$ cat src/rtl/rocketcpu_pkg.sv
// -----------------------------------------------------------------------------
// rocketcpu_pkg
// Shared definitions for the RocketCPU SoC bus fabric.
//   - Default memory map (base/mask pairs). A slave window matches an address
//     when (adr & MASK) == BASE.
//   - Packed default window vectors for the 8-slave interconnect, with slave 0
//     in the least significant 32 bits.
//   - Interconnect grant-state encoding and the read data returned on an
//     error ack.
// No ports: package only.
// -----------------------------------------------------------------------------
package rocketcpu_pkg;

    // Default memory map
    localparam logic [31:0] RAM_BASE    = 32'h0000_0000;
    localparam logic [31:0] RAM_MASK    = 32'hFFFF_8000;
    localparam logic [31:0] FLASH_BASE  = 32'h0100_0000;
    localparam logic [31:0] FLASH_MASK  = 32'hFF00_0000;
    localparam logic [31:0] GPIO_BASE   = 32'h0200_0000;
    localparam logic [31:0] GPIO_MASK   = 32'hFFFF_F000;
    localparam logic [31:0] UART_BASE   = 32'h0400_0000;
    localparam logic [31:0] UART_MASK   = 32'hFFFF_F000;
    localparam logic [31:0] CODEC_BASE  = 32'h0400_1000;
    localparam logic [31:0] CODEC_MASK  = 32'hFFFF_F000;
    localparam logic [31:0] TIMER0_BASE = 32'h0400_2000;
    localparam logic [31:0] TIMER0_MASK = 32'hFFFF_F000;
    localparam logic [31:0] TIMER1_BASE = 32'h0400_3000;
    localparam logic [31:0] TIMER1_MASK = 32'hFFFF_F000;
    localparam logic [31:0] IRQ_BASE    = 32'h0400_4000;
    localparam logic [31:0] IRQ_MASK    = 32'hFFFF_F000;
    // AUDIO sits outside the default 8-window map; SoC variants that need it
    // instantiate the interconnect with NSLAVES=9 and append this window.
    localparam logic [31:0] AUDIO_BASE  = 32'h0500_0000;
    localparam logic [31:0] AUDIO_MASK  = 32'hFFFF_0000;

    localparam int DEF_NSLAVES = 8;

    // Slave index order: 0 RAM, 1 FLASH, 2 GPIO, 3 UART, 4 CODEC,
    // 5 TIMER0, 6 TIMER1, 7 IRQ.
    localparam logic [DEF_NSLAVES*32-1:0] DEF_SLV_BASE = {
        IRQ_BASE, TIMER1_BASE, TIMER0_BASE, CODEC_BASE,
        UART_BASE, GPIO_BASE, FLASH_BASE, RAM_BASE
    };
    localparam logic [DEF_NSLAVES*32-1:0] DEF_SLV_MASK = {
        IRQ_MASK, TIMER1_MASK, TIMER0_MASK, CODEC_MASK,
        UART_MASK, GPIO_MASK, FLASH_MASK, RAM_MASK
    };

    // GPIO has no ack output of its own.
    localparam logic [DEF_NSLAVES-1:0] DEF_SLV_AUTOACK = 8'b0000_0100;

    localparam logic [31:0] DEF_ERR_DATA = 32'hDEAD_BEEF;

    typedef enum logic [1:0] {
        IDLE  = 2'd0,
        GNT_I = 2'd1,
        GNT_D = 2'd2
    } wb_state_e;

endpackage

$ cat src/rtl/rocketcpu_wb_decode.sv
// -----------------------------------------------------------------------------
// rocketcpu_wb_decode
// Combinational address decoder. Compares the address against NSLAVES
// base/mask windows and reports the lowest-index matching window as a
// one-hot vector.
// Ports:
//   i_adr   in  32       address to decode
//   o_hit   out NSLAVES  one-hot hit vector (all zero when nothing matches)
//   o_none  out 1        no window matched
// -----------------------------------------------------------------------------
module rocketcpu_wb_decode
    import rocketcpu_pkg::*;
#(
    parameter int                    NSLAVES  = DEF_NSLAVES,
    parameter logic [NSLAVES*32-1:0] SLV_BASE = DEF_SLV_BASE,
    parameter logic [NSLAVES*32-1:0] SLV_MASK = DEF_SLV_MASK
) (
    input  logic [31:0]        i_adr,
    output logic [NSLAVES-1:0] o_hit,
    output logic               o_none
);

    // Overlapping windows resolve to the lowest index, so the first match
    // found while walking upwards is the only bit set.
    always_comb begin
        o_hit = '0;
        for (int i = 0; i < NSLAVES; i++) begin
            if ((o_hit == '0) &&
                ((i_adr & SLV_MASK[32*i +: 32]) == SLV_BASE[32*i +: 32])) begin
                o_hit[i] = 1'b1;
            end
        end
    end

    assign o_none = (o_hit == '0);

endmodule

$ cat src/rtl/rocketcpu_wb_interconnect.sv
// -----------------------------------------------------------------------------
// rocketcpu_wb_interconnect
// Wishbone-classic interconnect for the SERV core. Arbitrates the instruction
// and data masters (dbus has fixed priority) onto one shared slave bus,
// decodes the address into a one-hot slave select, generates acks for slaves
// without an ack output, and terminates unmapped or hung accesses with an
// error ack carrying ERR_DATA.
// Ports:
//   i_wb_clk               in   1          clock
//   reset                  in   1          synchronous active-high reset
//   i_ibus_adr/i_ibus_cyc  in   32/1       instruction master request
//   o_ibus_rdt/o_ibus_ack  out  32/1       instruction master response
//   i_dbus_adr/dat/sel/we/cyc in 32/32/4/1/1 data master request
//   o_dbus_rdt/o_dbus_ack  out  32/1       data master response
//   o_s_adr/dat/sel/we     out  32/32/4/1  shared slave request (registered)
//   o_s_cyc                out  NSLAVES    one-hot slave select (registered)
//   i_s_rdt                in   NSLAVES*32 packed slave read data
//   i_s_ack                in   NSLAVES    slave acks
//   o_err                  out  1          high during any error ack
//   o_err_adr              out  32         address of the last errored access
// -----------------------------------------------------------------------------
module rocketcpu_wb_interconnect
    import rocketcpu_pkg::*;
#(
    parameter int                    NSLAVES     = DEF_NSLAVES,
    parameter logic [NSLAVES*32-1:0] SLV_BASE    = DEF_SLV_BASE,
    parameter logic [NSLAVES*32-1:0] SLV_MASK    = DEF_SLV_MASK,
    parameter logic [NSLAVES-1:0]    SLV_AUTOACK = DEF_SLV_AUTOACK,
    parameter int                    TIMEOUT     = 255,
    parameter logic [31:0]           ERR_DATA    = DEF_ERR_DATA
) (
    input  logic                    i_wb_clk,
    input  logic                    reset,
    input  logic [31:0]             i_ibus_adr,
    input  logic                    i_ibus_cyc,
    output logic [31:0]             o_ibus_rdt,
    output logic                    o_ibus_ack,
    input  logic [31:0]             i_dbus_adr,
    input  logic [31:0]             i_dbus_dat,
    input  logic [3:0]              i_dbus_sel,
    input  logic                    i_dbus_we,
    input  logic                    i_dbus_cyc,
    output logic [31:0]             o_dbus_rdt,
    output logic                    o_dbus_ack,
    output logic [31:0]             o_s_adr,
    output logic [31:0]             o_s_dat,
    output logic [3:0]              o_s_sel,
    output logic                    o_s_we,
    output logic [NSLAVES-1:0]      o_s_cyc,
    input  logic [NSLAVES*32-1:0]   i_s_rdt,
    input  logic [NSLAVES-1:0]      i_s_ack,
    output logic                    o_err,
    output logic [31:0]             o_err_adr
);

    // A zero TIMEOUT disables the watchdog; keep a 1-bit counter so the
    // declaration stays legal.
    localparam int                CNT_W   = (TIMEOUT > 0) ? $clog2(TIMEOUT + 1) : 1;
    localparam logic [CNT_W-1:0]  TO_VAL  = CNT_W'(TIMEOUT);
    localparam logic [CNT_W-1:0]  CNT_MAX = '1;

    wb_state_e           r_state;
    logic [NSLAVES-1:0]  r_s_cyc;
    logic                r_none;
    logic [CNT_W-1:0]    r_cnt;
    logic [31:0]         r_s_adr;
    logic [31:0]         r_s_dat;
    logic [3:0]          r_s_sel;
    logic                r_s_we;
    logic [31:0]         r_err_adr;

    logic [31:0]         w_req_adr;
    logic [NSLAVES-1:0]  w_hit;
    logic                w_none;
    logic                w_m_cyc;
    logic                w_slv_ack;
    logic                w_tmo;
    logic                w_err_ack;
    logic                w_ack;
    logic [31:0]         w_slv_rdt;
    logic [31:0]         w_m_rdt;

    // Decode the address of whichever master will win the grant this cycle.
    assign w_req_adr = i_dbus_cyc ? i_dbus_adr : i_ibus_adr;

    rocketcpu_wb_decode #(
        .NSLAVES  (NSLAVES),
        .SLV_BASE (SLV_BASE),
        .SLV_MASK (SLV_MASK)
    ) u_decode (
        .i_adr  (w_req_adr),
        .o_hit  (w_hit),
        .o_none (w_none)
    );

    always_comb begin
        w_m_cyc = 1'b0;
        case (r_state)
            GNT_I:   w_m_cyc = i_ibus_cyc;
            GNT_D:   w_m_cyc = i_dbus_cyc;
            default: w_m_cyc = 1'b0;
        endcase
    end

    // Auto-ack slaves look permanently ready, so their own ack bit is moot.
    assign w_slv_ack = |(r_s_cyc & (i_s_ack | SLV_AUTOACK));
    assign w_tmo     = (TIMEOUT != 0) && (r_cnt == TO_VAL);
    // A real ack in the expiry cycle beats the watchdog.
    assign w_err_ack = w_m_cyc && !w_slv_ack && (r_none || w_tmo);
    assign w_ack     = w_m_cyc && (w_slv_ack || r_none || w_tmo);

    // Select is one-hot, so an AND-OR reduction is the whole mux.
    always_comb begin
        w_slv_rdt = '0;
        for (int i = 0; i < NSLAVES; i++) begin
            if (r_s_cyc[i]) begin
                w_slv_rdt = w_slv_rdt | i_s_rdt[32*i +: 32];
            end
        end
    end

    assign w_m_rdt = w_err_ack ? ERR_DATA : w_slv_rdt;

    // Grant FSM and registered slave-side request
    always_ff @(posedge i_wb_clk) begin
        if (reset) begin
            r_state   <= IDLE;
            r_s_cyc   <= '0;
            r_none    <= 1'b0;
            r_cnt     <= '0;
            r_err_adr <= '0;
        end else begin
            case (r_state)
                IDLE: begin
                    r_cnt <= '0;
                    if (i_dbus_cyc) begin
                        r_state <= GNT_D;
                        r_s_cyc <= w_hit;
                        r_none  <= w_none;
                        r_s_adr <= i_dbus_adr;
                        r_s_dat <= i_dbus_dat;
                        r_s_sel <= i_dbus_sel;
                        r_s_we  <= i_dbus_we;
                    end else if (i_ibus_cyc) begin
                        r_state <= GNT_I;
                        r_s_cyc <= w_hit;
                        r_none  <= w_none;
                        r_s_adr <= i_ibus_adr;
                        r_s_dat <= '0;
                        r_s_sel <= 4'hF;
                        r_s_we  <= 1'b0;
                    end
                end
                GNT_I, GNT_D: begin
                    // Ack or abort both end the access on this edge.
                    if (!w_m_cyc || w_ack) begin
                        r_state <= IDLE;
                        r_s_cyc <= '0;
                        r_none  <= 1'b0;
                        r_cnt   <= '0;
                        if (w_err_ack) begin
                            r_err_adr <= r_s_adr;
                        end
                    end else if (r_cnt != CNT_MAX) begin
                        r_cnt <= r_cnt + 1'b1;
                    end
                end
                default: begin
                    r_state <= IDLE;
                    r_s_cyc <= '0;
                    r_none  <= 1'b0;
                    r_cnt   <= '0;
                end
            endcase
        end
    end

    assign o_s_adr   = r_s_adr;
    assign o_s_dat   = r_s_dat;
    assign o_s_sel   = r_s_sel;
    assign o_s_we    = r_s_we;
    assign o_s_cyc   = r_s_cyc;
    assign o_err_adr = r_err_adr;

    // Responses are suppressed while reset is held so no ack leaks out of a
    // grant that reset is about to cancel.
    assign o_dbus_ack = !reset && (r_state == GNT_D) && w_ack;
    assign o_ibus_ack = !reset && (r_state == GNT_I) && w_ack;
    assign o_dbus_rdt = (!reset && (r_state == GNT_D)) ? w_m_rdt : '0;
    assign o_ibus_rdt = (!reset && (r_state == GNT_I)) ? w_m_rdt : '0;
    assign o_err      = !reset && w_err_ack;

endmodule

$ cat config.mk
export PLATFORM = sky130hd
export DESIGN_NAME = rocketcpu_wb_interconnect
export DESIGN_NICKNAME = d
export VERILOG_FILES = /design/src/rtl/rocketcpu_pkg.sv /design/src/rtl/rocketcpu_wb_decode.sv /design/src/rtl/rocketcpu_wb_interconnect.sv
export SDC_FILE = /design/constraint.sdc
export NUM_CORES = 1
export LEC_CHECK = 0
export BUFFER_PORTS_ARGS = -buffer_cell sky130_fd_sc_hd__buf_4
export CORE_AREA = 2 2 215 217
export DETAILED_ROUTE_END_ITERATION = 12
export DIE_AREA = 0 0 217 219
export SYNTH_ARGS = -nofsm -noshare
export SYNTH_HDL_FRONTEND = slang
export SYNTH_HIERARCHICAL = 1
export SYNTH_SLANG_ARGS = --single-unit
$ cat constraint.sdc
create_clock -name i_wb_clk -period 4.2 [get_ports i_wb_clk]
set_clock_uncertainty 0.1 [all_clocks]
set_input_delay 0.21 -clock i_wb_clk [delete_from_list [all_inputs] [get_ports i_wb_clk]]
set_output_delay 0.21 -clock i_wb_clk [all_outputs]
set_load 0.02 [all_outputs]
Yosys cells after proc, flatten, opt, wreduce, memory -nomap -nowiden
Index checks and enable logic that the tools add are counted.
{ "op_classes": {"addsub": 1, "eq_ne": 13, "mux": 41, "n_bitwise": 11, "reduce_logical": 38} }
{ "op_table": {"columns": ["operator", "count"], "rows": [
  ["32-bit two-way mux", 16],
  ["32-bit bitwise OR", 7],
  ["20-bit by 15-bit equality test with 1-bit output, second input constant", 5],
  ["32-bit logical NOT", 1],
  ["8-bit two-way mux", 3],
  ["20-bit by 14-bit equality test with 1-bit output, second input constant", 1],
  ["8-bit one-hot mux with 2 select lines", 1],
  ["1-bit logical AND", 15],
  ["1-bit two-way mux", 13],
  ["8-bit by 1-bit adder with 8-bit output, second input constant", 1],
  ["8-bit AND", 1],
  ["8-bit by 1-bit equality test with 1-bit output, second input constant", 1],
  ["8-bit equality test, second input constant", 1],
  ["8-bit logical NOT", 1],
  ["4-bit two-way mux", 2],
  ["8-bit != test, second input constant", 1],
  ["8-bit OR reduction", 1],
  ["7-bit logical NOT", 1],
  ["6-bit logical NOT", 1],
  ["2-bit two-way mux", 3],
  ["3-bit AND reduction", 2],
  ["5-bit logical NOT", 1],
  ["2-bit logical NOT", 2],
  ["4-bit logical NOT", 1],
  ["14 further kinds", 22]
]} }
{ "word_totals": {"ff_bits": 120, "out_inout_bits": 176} }

Longest topological paths before layout
Gate-level depths: netlist of the first run.
{ "depth": {"ltp_word": 28, "ltp_mapped": 9} }

Hierarchy
The synthesis of the first run kept the hierarchy.
{ "modules_own_cells": {"columns": ["mod", "instances", "cells_per_inst", "area_per_inst_um2", "seq_area_each_um2"], "rows": [
  ["rocketcpu_wb_interconnect", 1, 715, 7004.2, 3093.0],
  ["rocketcpu_wb_decode", 1, 31, 217.7, 0.0]
]} }

Least setup slack after synthesis of the first run
OpenSTA, ideal clock, no wires.
{ "synth_timing": {"kind": "reg-to-reg", "from": "reg r_state[0]", "to": "reg r_s_adr[0], in the netlist o_s_adr[0], enable pin", "setup_ns": 0.496, "arrival_ns": 3.616, "path_slack_ns": -0.013, "stages_incl_launch_ff": 5, "path_buffers": 0, "synth_period_minus_slack_ns": 4.213, "cell_sequence": "dfxtp_1 > inv_1 > ha_1 > nand2b_1 > nor2_1"} }
{ "synth_between": {"elab_chain_cells": 2} }
{ "synth_rtl": {"columns": ["element", "line_no", "text"], "rows": [
  ["start: declaration", "rocketcpu_wb_interconnect.sv:62", "wb_state_e r_state;"],
  ["start signal: assignment", "rocketcpu_wb_interconnect.sv:127", "r_state <= IDLE;"],
  ["start signal: assignment", "rocketcpu_wb_interconnect.sv:137", "r_state <= GNT_D;"],
  ["start signal: assignment", "rocketcpu_wb_interconnect.sv:145", "r_state <= GNT_I;"],
  ["2-bit logical NOT", "rocketcpu_wb_interconnect.sv:133", "case (r_state)"],
  ["3-bit AND reduction (no source line)", null, null],
  ["end signal: assignment", "rocketcpu_wb_interconnect.sv:140", "r_s_adr <= i_dbus_adr;"],
  ["end signal: assignment", "rocketcpu_wb_interconnect.sv:148", "r_s_adr <= i_ibus_adr;"],
  ["end: declaration", "rocketcpu_wb_interconnect.sv:66", "logic [31:0] r_s_adr;"]
]} }
Every way passes these cells.
A chain may end at the register's enable or synchronous reset.

Final worst setup path of the first run
{ "layout_timing": {"from": "reg r_s_cyc[7], in the netlist o_s_cyc[7]", "to": "out o_dbus_rdt[29]"} }
{ "layout_between": {"elab_chain_cells": 7, "elab_cells_between_ends": 8} }
{ "layout_rtl": {"columns": ["element", "line_no", "text"], "rows": [
  ["start: declaration", "rocketcpu_wb_interconnect.sv:63", "logic [NSLAVES-1:0] r_s_cyc;"],
  ["start signal: assignment", "rocketcpu_wb_interconnect.sv:138", "r_s_cyc <= w_hit;"],
  ["start signal: assignment", "rocketcpu_wb_interconnect.sv:146", "r_s_cyc <= w_hit;"],
  ["8-bit AND", "rocketcpu_wb_interconnect.sv:106", "assign w_slv_ack = |(r_s_cyc & (i_s_ack | SLV_AUTOACK));"],
  ["8-bit OR reduction", "rocketcpu_wb_interconnect.sv:106", null],
  ["1-bit logical NOT", "rocketcpu_wb_interconnect.sv:109", "assign w_err_ack = w_m_cyc && !w_slv_ack && (r_none || w_tmo);"],
  ["1-bit logical AND (2 in series)", "rocketcpu_wb_interconnect.sv:109", null],
  ["32-bit two-way mux *", "rocketcpu_wb_interconnect.sv:122", "assign w_m_rdt = w_err_ack ? ERR_DATA : w_slv_rdt;"],
  ["32-bit two-way mux *", "rocketcpu_wb_interconnect.sv:189", "assign o_dbus_rdt = (!reset && (r_state == GNT_D)) ? w_m_rdt : '0;"],
  ["end: declaration", "rocketcpu_wb_interconnect.sv:43", "output logic [31:0] o_dbus_rdt,"]
]} }
Mark *: on every way between the ends. The rest lies on a longest branch, timed or not.

==> summary.md, run 1 <==
| Metric | Value |
|---|---|
| Status | finished, final reports clean |
| CTS Buf Count | 17 |
| Ant diodes | 0 |
| Io pins | 545 |
| Period Utilization, post-route | 0.789 |
| GPL Wtd Cong | 0.873 |
| CTS Sinks | 120 |
| Die area | 47500 um^2 |
| Area grow syn2layout | 80.7% |
| CP startpoint | o_s_cyc[7] |
| Wirelength per Cell | 22.2 um |
| First-pass GRT wire length | between 50000 and 60000 um |
| Leak | 0.00518 uW |
| Share of the synthesized area in the top cell type | 0.287 |
| Rows | 78 |
| Post-cts sizing count | 0 |
| Final Hold Vio Count | 0 |
| Req. time, crit path | 3.89 ns |
| Die Wd | 217 um |
| All-layer global routing usage | 0.168 |
| DR pass1 iterations | 5 |
| Largest area contributor in the netlist | edfxtp_1 |
| Fill cells | 4724 |
| Pins over their slew limit | 0 |
| 1st-iter DRT viols | 701 |
| Detailed placer's ending HPWL | ~32000 um |
| Max-cap violation count | 0 |
| Largest net degree at the start of global routing | 70 |
| Core ar. | between 40000 and 50000 um^2 |
| Sequential area share after synthesis | 0.428 |
| Clk Latency, worst-skew pair | about 0.43 ns |
| Post-Route WL | ~42000 um |
| Worst-path fanout max | 16 |
| Post-Place Setup Slack | roughly 1.2 ns |
| Hold Worst Slack | 0.0402 ns |
| CTS root buffer | clkbuf_16 |
| Final total power | 3610 uW |
| GRT overflow | 0 |
| Slowest stage delay, CP | 0.79 ns |
| Total setup buffers inserted after CTS | 0 |
| CTS tree | done |
| Hold depth | 2 |
| Tmin final | 3.32 ns |
| Non-filler cells, final | 1914 |
| Post-Synthesis Cells | approximately 750 |
| Syn Nets | 1119 |
| Placed cells | 1819 |
| Via count | 8867 |
| Clock buffer depth | 2 |
| Top_reg_cell synth | edfxtp_1 |
| Synth unique cells | 54 |
| Layout cells sized above 1 | 0.498 |
| Worst Path Arrival | ~3 ns |
| Top cells by area, synth | edfxtp_1, dfxtp_1, a22oi_1, mux2_2, nand4_1 |
| # DRC | 0 |
| Hold Path Class | in2reg |
| Syn avg cell area | 9.68 um^2 |
| Starting Density | 0.160 |
| Synth cell count leaders | a22oi_1, edfxtp_1, nor2_1 |
| Peak supply drop | between 0.0003 and 0.0004 V |
| Nets | 1674 |
| Post-route ant nets | 0 |
| Seq cells post-synth | 120 |
| H-tree Lvls | 4 |
| CP max stage cell | nand4_1 |
| Worst r2r path cells | 5 |
| CTS clock-pin slew for the worst setup and hold paths | 0.06 ns |
| CP Capture Type | primary output |
| Setup violations, final | 0 |
| Initial antenna violation count | 0 |
| Critical path class | reg2out |
| R2R Path End | o_s_cyc[1] |
| Most numerous cell in the Yosys netlist | a22oi_1 |
| Die H | 219 um |
| Unrepaired setup endpoints after global routing | no |
| IO Port Bufs | approximately 540 |
| FF-to-FF setup slack | 1.43 ns |
| Peak Freq | 302 MHz |
| Ys async rst share | 0 |
| Hold buffers post-CTS | 63 |
| PD cells | 276 nW/um^2 |
| Hold Path End | o_s_adr[15] |
| Post-synth EDFFs | 69 |
| Least-Margin Pin Slew | ~1 ns |
| Worst Hold Launch | i_dbus_adr[15] |
| Relative slew margins | 0.342 |
| Crit start category | flip-flop |
| Yosys warns | 6 |
| Setup TNS | 0 ns |
| Synthesized area | 7220 um^2 |
| Crit path cell chain | a22oi_2 > nand4_1 > nor3_4 > nor3_1 > buf_4 |
| Vias in the first global route | between 8000 and 9000 |
| Final worst setup slack | 0.885 ns |
| Critical register-to-register path startpoint | o_s_cyc[7] |
| Via density | 4.63 |
[power by group]
| group | switching, uW | total, uW | internal [uW] |
|---|---|---|---|
| clock | 551 | 1530 | 979 |
| combinational | 349 | 732 | 383 |
| sequential | 28.2 | 1340 | 1320 |
[stage by stage]
stage | util | area (um^2)
global placement | 0.262 | 11800
detailed placement | 0.262 | 11800
CTS | 0.289 | 13100
global route | 0.289 | 13100
floorplan | - | 7220
finish | 0.289 | 13100
[final cells by class]
| type | instances | area, um^2 | share of cell area |
|---|---|---|---|
| tap | 600 | 751 | 0.0575 |
| inverter | 14 | 52.6 | 0.00403 |
| clock buffer | 24 | 482 | 0.0369 |
| timing repair buffer | 624 | 4840 | 0.371 |
| sequential | 120 | 3100 | 0.238 |
| clock inverter | 8 | 120 | 0.00920 |
| multi-input combinational | 524 | 3700 | 0.284 |
[worst max-delay path: cells and delay by family, from the launching register on]
kind	cells	cell delay, ns
buffers and inverters	1	0.19
AOI/OAI and AO/OA	1	0.22
DFF	1	0.44
and+or+nand+nor	3	1.72
[state kept, by name (all words and copies together) (netlist names)]
| name | cells |
|---|---|
| o_s_dat | 32 |
| r_none | 1 |
| r_state | 2 |
| o_s_cyc | 8 |
| o_err_adr | 32 |
| o_s_adr | 32 |
| r_cnt | 8 |
| o_s_sel | 4 |
| o_s_we | 1 |
[worst max-delay path by stage]
stage / endpoint / slack (ns) / cells after the start
detailed placement: o_dbus_rdt[29] / 1.25 / 5
finish: o_dbus_rdt[29] / 0.88 / 5
global route: o_dbus_rdt[29] / 0.64 / 5
global placement: o_ibus_ack / 1.29 / 6
floorplan: o_s_adr[0] / 1.14 / 4
CTS: o_dbus_rdt[29] / 0.78 / 5
[kinds of logic (layout without fill, tap and decap cells)]
| family | Yosys count | count (layout) | synth area share |
|---|---|---|---|
| muxes | 33 | 33 | 0.0513 |
| AOI/OAI and AO/OA | 252 | 252 | 0.259 |
| buffers and inverters | 102 | 670 | 0.0631 |
| adders and majority gates | 4 | 4 | 0.00693 |
| DFF | 120 | 120 | 0.428 |
| xor gates and xnor gates | 4 | 4 | 0.00485 |
| and+or+nand+nor | 231 | 231 | 0.187 |
[placed cells by master (no fill, tap or decap), types with 32 or more instances in the layout]
master / synthesis / final
nand4_1: 56 / 56
mux2_2: 32 / 32
a21oi_1: 35 / 35
buf_4: 5 / 561
dfxtp_1: 51 / 43
o31ai_1: 33 / 33
dlygate4sd3_1: 0 / 63
and2_1: 35 / 34
a22oi_1: 117 / 117
nor2_1: 59 / 58
edfxtp_1: 69 / 69
[metal layers]
layer,part of all wire,vias to the layer above,global-route usage
met5,0,-,0
met2,0.51,518,0.314
li1,-,4060,-
met4,0.023,0,0.0527
met3,0.077,55,0.0412
met1,0.39,4234,0.187
Note: power is estimated with default switching activity, not from simulation.
==> run 2: changes to the inputs <==
- CORE_AREA: 2 2 215 217 -> 2 2 210 212
- DIE_AREA: 0 0 217 219 -> 0 0 212 214
- clock period: 4.2 -> 3.1 ns (I/O delays scaled with it)
==> summary.md, run 2 (synthesized netlist as in run 1, its figures left out) <==
| Metric | Value |
|---|---|
| Final core occ | 0.312 |
| Post-Route WL | ~42000 um |
| Sw frac | 0.253 |
| Clock power frac | 0.420 |
| CTS tree | done |
| Post-route ant nets | 0 |
| Rows | 76 |
| Via count | 8990 |
| CTS Sinks | 120 |
| Setup violations, final | 0 |
| Max-cap violation count | 0 |
| Wirelength per Cell | 21.6 um |
| Hold buffers post-CTS | 85 |
| Slowest stage delay, CP | 0.56 ns |
| CP max stage cell | o21bai_4 |
| Core ar. | between 40000 and 50000 um^2 |
| Tmin final | 2.79 ns |
| Busiest grt layer | met2 |
| Leak | approximately 0.0053 uW |
| First-pass GRT wire length | 59200 um |
| Clock buffer depth | 2 |
| Via density | 4.65 |
| Die H | 214 um |
| Logic gate share of total power | 0.210 |
| Starting Density | 0.168 |
| Post-cts sizing count | 0 |
| Net Switching | between 1000 and 1500 uW |
| Cell repeated most along the worst path | buf_4 |
| Least-Margin Pin Slew | between 0.7 and 0.8 ns |
| Unrepaired setup endpoints after global routing | no |
| Total setup buffers inserted after CTS | 0 |
| Clk Latency, worst-skew pair | 0.41 ns |
| Die area | approximately 45000 um^2 |
| Hold Path Class | in2reg |
| CTS clock-pin slew for the worst setup and hold paths | roughly 0.060 ns |
| DR pass1 iterations | 8 |
| 1st-iter DRT viols | 767 |
| Setup TNS | 0 ns |
| Layout cells sized above 1 | 0.491 |
| Req. time, crit path | approximately 2.8 ns |
| CTS Buf Count | 17 |
| Commonest non-fill, non-tap cells in the layout | buf_4, a22oi_1, dlygate4sd3_1 |
| Final Hold Vio Count | 0 |
| Peak supply drop | 0.000491 V |
| CP Capture Type | primary output |
| Period Utilization, post-route | 0.901 |
| P_int | roughly 3700 uW |
| # DRC | 0 |
| Pins over their slew limit | 0 |
| Worst Path Arrival | 2.54 ns |
| Met1 GRT Util | 0.194 |
| Most common cell after layout, fill and taps aside | buf_4 |
| Peak Freq | 358 MHz |
| Final total power | 4930 uW |
| Largest net degree at the start of global routing | 52 |
| Critical path class | reg2out |
| Status | finished, final reports clean |
| Delay-heaviest family, CP | compound AO/OA/AOI/OAI gates |
| Io pins | approximately 550 |
| Die Wd | roughly 210 um |
| IO Port Bufs | roughly 540 |
| Initial antenna violation count | 5 |
| GPL Wtd Cong | between 0.8 and 0.9 |
| GRT overflow | 0 |
| CTS root buffer | clkbuf_16 |
| GR Util met2 | 0.322 |
| Worst-path fanout max | 15 |
| Crit path cell chain | ha_1 > nand3_1 > o21bai_4 > buf_4 > a31oi_1 > nor2_1 > buf_4 |
| Flop pwr share | 0.370 |
| H-tree Lvls | 4 |
| PD cells | 368 nW/um^2 |
| Relative slew margins | 0.491 |
| Detailed placer's ending HPWL | 31700 um |
| Crit start category | flip-flop |
| Nets | roughly 1700 |
| Met3 Track Usage GR | 0.0468 |
| Vias in the first global route | a little over 9000 |
| CP Buf/Inv Count | 2 |
| All-layer global routing usage | 0.176 |
| Area grow syn2layout | 85.4% |
[run 2: cell count changes in the layout (fill, tap and decap cells not counted), sizes merged]
cell / delta
buf: +9
bufinv: +1
clkbuf: -5
clkinv: +3
clkinvlp: +2
diode: +4
dlygate4sd3: +22
inv: -1
[run 2: routing by layer]
layer,wire length (um),vias up
met5,13,-
met4,1240,2
met2,21200,483
li1,-,4117
met1,15900,4318
met3,3490,70
[run 2: layout make-up]
type	instances	area, um^2
Clock buffer	19	433
Inverter	14	52.6
Sequential cell	120	3100
Tap cell	585	732
Timing Repair Buffer	655	5180
Fill cell	4387	29500
Multi-Input combinational cell	524	3700
Clock inverter	13	179
Antenna cell	4	10.0
[run 2: metrics by stage]
step | hold slack, ns | setup slack [ns] | cell area (um^2) | instances
after floorplan | 0.222 | 0.0401 | 7220 | 746
after global placement | 0.316 | 0.547 | 11900 | 1813
after detailed placement | 0.320 | 0.563 | 11900 | 1813
after CTS | 0.00136 | 0.321 | 13400 | 1930
after global routing | 0.00375 | 0.192 | 13400 | 1934
final | 0.0305 | 0.306 | 13400 | 1934
[run 2: power by group through the flow]
stage | logic (uW) | clock network, uW | registers, uW
2_1_floorplan | 249 | 0 | 1930
3_3_place_gp | 930 | 0 | 1850
3_5_place_dp | 940 | 0 | 1850
4_1_cts | 1040 | 2110 | 1820
5_1_grt | 1100 | 2180 | 1830
6_report | 1030 | 2070 | 1820
[run 2: worst paths after layout]
| kind | from | end | slack (ns) | cells after the start |
|---|---|---|---|---|
| min | i_ibus_adr[23] | o_s_adr[23] | 0.03 | 2 |
| max | r_cnt[0] | o_dbus_rdt[18] | 0.31 | 7 |
| max reg2reg | o_s_cyc[5] | o_s_cyc[7] | 0.58 | 5 |
| min reg2reg | o_err_adr[10] | o_err_adr[10] | 0.37 | 2 |
==> run 3: changes to the inputs <==
- CORE_AREA: 2 2 210 212 -> 2 2 212 214
- CTS_CLUSTER_SIZE: default -> 25
- DIE_AREA: 0 0 212 214 -> 0 0 214 216
==> summary.md, run 3 (synthesized netlist as in run 1, its figures left out) <==
| Metric | Value |
|---|---|
| Worst r2r path cells | 5 |
| Core ar. | 43800 um^2 |
| Die H | about 220 um |
| Peak Freq | around 350 MHz |
| Critical path class | reg2out |
| Via count | approximately 9000 |
| DR pass1 iterations | 6 |
| Post-cts sizing count | 0 |
| CP max stage cell | and2_4 |
| Post-route ant nets | 0 |
| IO Port Bufs | 543 |
| Clk Latency, worst-skew pair | 0.43 ns |
| Final core occ | 0.307 |
| Starting Density | 0.165 |
| CTS root buffer | clkbuf_16 |
| Clock buffer depth | 2 |
| Crit path cell chain | inv_1 > ha_1 > a22o_1 > and2_4 > buf_4 > o21ai_1 > nor2_1 > buf_4 |
| Area grow syn2layout | 86.1% |
| Largest net degree at the start of global routing | 42 |
| CP Capture Type | primary output |
| Die Wd | 214 um |
| GPL Wtd Cong | about 1 |
| Relative slew margins | 0.460 |
| H-tree Lvls | 4 |
| Post-Route WL | 42700 um |
| Period Utilization, post-route | 0.929 |
| Sw frac | 0.256 |
| PD cells | 359 nW/um^2 |
| Delay-heaviest family, CP | buffers and inverters |
| Cell repeated most along the worst path | buf_4 |
| Clock power frac | 0.407 |
| Most common cell after layout, fill and taps aside | buf_4 |
| Logic gate share of total power | 0.216 |
| Unrepaired setup endpoints after global routing | no |
| Pins over their slew limit | 0 |
| P_int | 3590 uW |
| Wirelength per Cell | between 20 and 25 um |
| All-layer global routing usage | 0.178 |
| Hold depth | 2 |
| First-pass GRT wire length | 61500 um |
| Max-cap violation count | 0 |
| Hold Path Class | in2reg |
| Final total power | 4830 uW |
| Die area | 46200 um^2 |
| Hold Worst Slack | 0.0302 ns |
| Initial antenna violation count | 2 |
| Via density | 4.62 |
| # DRC | 0 |
| GRT overflow | 0 |
| Flop pwr share | 0.377 |
| Final Hold Vio Count | 0 |
| Fill cells | between 4000 and 5000 |
| Worst Path Arrival | 2.62 ns |
| Tmin final | 2.88 ns |
| Vias in the first global route | 9315 |
| Least-Margin Pin Slew | about 0.8 ns |
| Status | finished, final reports clean |
| CP Buf/Inv Count | 3 |
| Crit. path cell count | 8 |
| Detailed placer's ending HPWL | 32600 um |
| Setup TNS | 0 ns |
| Req. time, crit path | 2.84 ns |
| Peak supply drop | 0.000441 V |
| Nets | 1713 |
| Leak | 0.00537 uW |
| CTS Buf Count | 17 |
| Commonest non-fill, non-tap cells in the layout | buf_4, a22oi_1, dlygate4sd3_1 |
| Layout cells sized above 1 | 0.494 |
| 1st-iter DRT viols | 681 |
| Worst-path fanout max | 33 |
| Rows | 77 |
| Crit start category | flip-flop |
| Slowest stage delay, CP | ~0.47 ns |
| CTS Sinks | 120 |
| Net Switching | 1230 uW |
| Setup violations, final | 0 |
| Io pins | 545 |
| CTS clock-pin slew for the worst setup and hold paths | 0.06 ns |
| CTS tree | done |
-- run 3: cell count changes in the layout (fill, tap and decap cells not counted), sizes merged --
cell and change:
buf +9, diode -3, clkbuf +2, clkinvlp -2, bufinv -1, clkinv +1, dlygate4sd3 -1
-- run 3: cell type report --
type                    count  area (um^2)  share of cell area
multi-input cells         524         3700               0.276
clock buffers              21          440              0.0328
flip-flops and latches    120         3100               0.231
clock inverters            11          130             0.00968
diodes                      1         2.50            0.000186
repair buffers            663         5260               0.392
well taps                 592          741              0.0551
inverters                  14         52.6             0.00391
-- run 3: power groups by stage --
stage          Combinational [uW]  Clock (uW)  Sequential [uW]
2_1_floorplan                 249           0             1930
3_3_place_gp                  934           0             1850
3_5_place_dp                  945           0             1850
4_1_cts                      1040        2010             1820
5_1_grt                      1110        2080             1830
6_report                     1040        1970             1820
-- run 3: repair_timing --
| item | 4_1_cts | 5_1_grt |
|---|---|---|
| hold endpoints to repair | 64 | 0 |
| buffers inserted | 0 | 1 |
| setup endpoints to repair | 0 | 13 |
| hold buffers | 84 | 0 |
-- run 3: worst paths after layout --
kind / start / slack [ns] / end
setup / recovery: r_state[0] / 0.22 / o_dbus_ack
hold reg to reg: o_err_adr[30] / 0.37 / o_err_adr[30]
hold / removal: i_dbus_adr[19] / 0.03 / o_s_adr[19]
setup reg to reg: o_s_cyc[0] / 0.79 / r_state[1]
-- run 3: layer usage --
| layer | vias up | part of all wire | global-route usage | routed length [um] |
|---|---|---|---|---|
| li1 | 4134 | - | - | - |
| met1 | 4317 | 0.39 | 0.196 | 16500 |
| met2 | 470 | 0.52 | 0.330 | 22000 |
| met3 | 63 | 0.076 | 0.0524 | 3260 |
| met4 | 0 | 0.021 | 0.0499 | 881 |
| met5 | - | 0 | 0 | 0 |
-- run 3: through the flow --
step / cell area (um^2) / setup WS, ns / cells
after floorplan: 7220 / 0.0401 / 746
after global placement: 12000 / 0.516 / 1828
after detailed placement: 12000 / 0.451 / 1828
after CTS: 13400 / 0.0444 / 1944
after global routing: 13400 / 0.0839 / 1946
final: 13400 / 0.221 / 1946
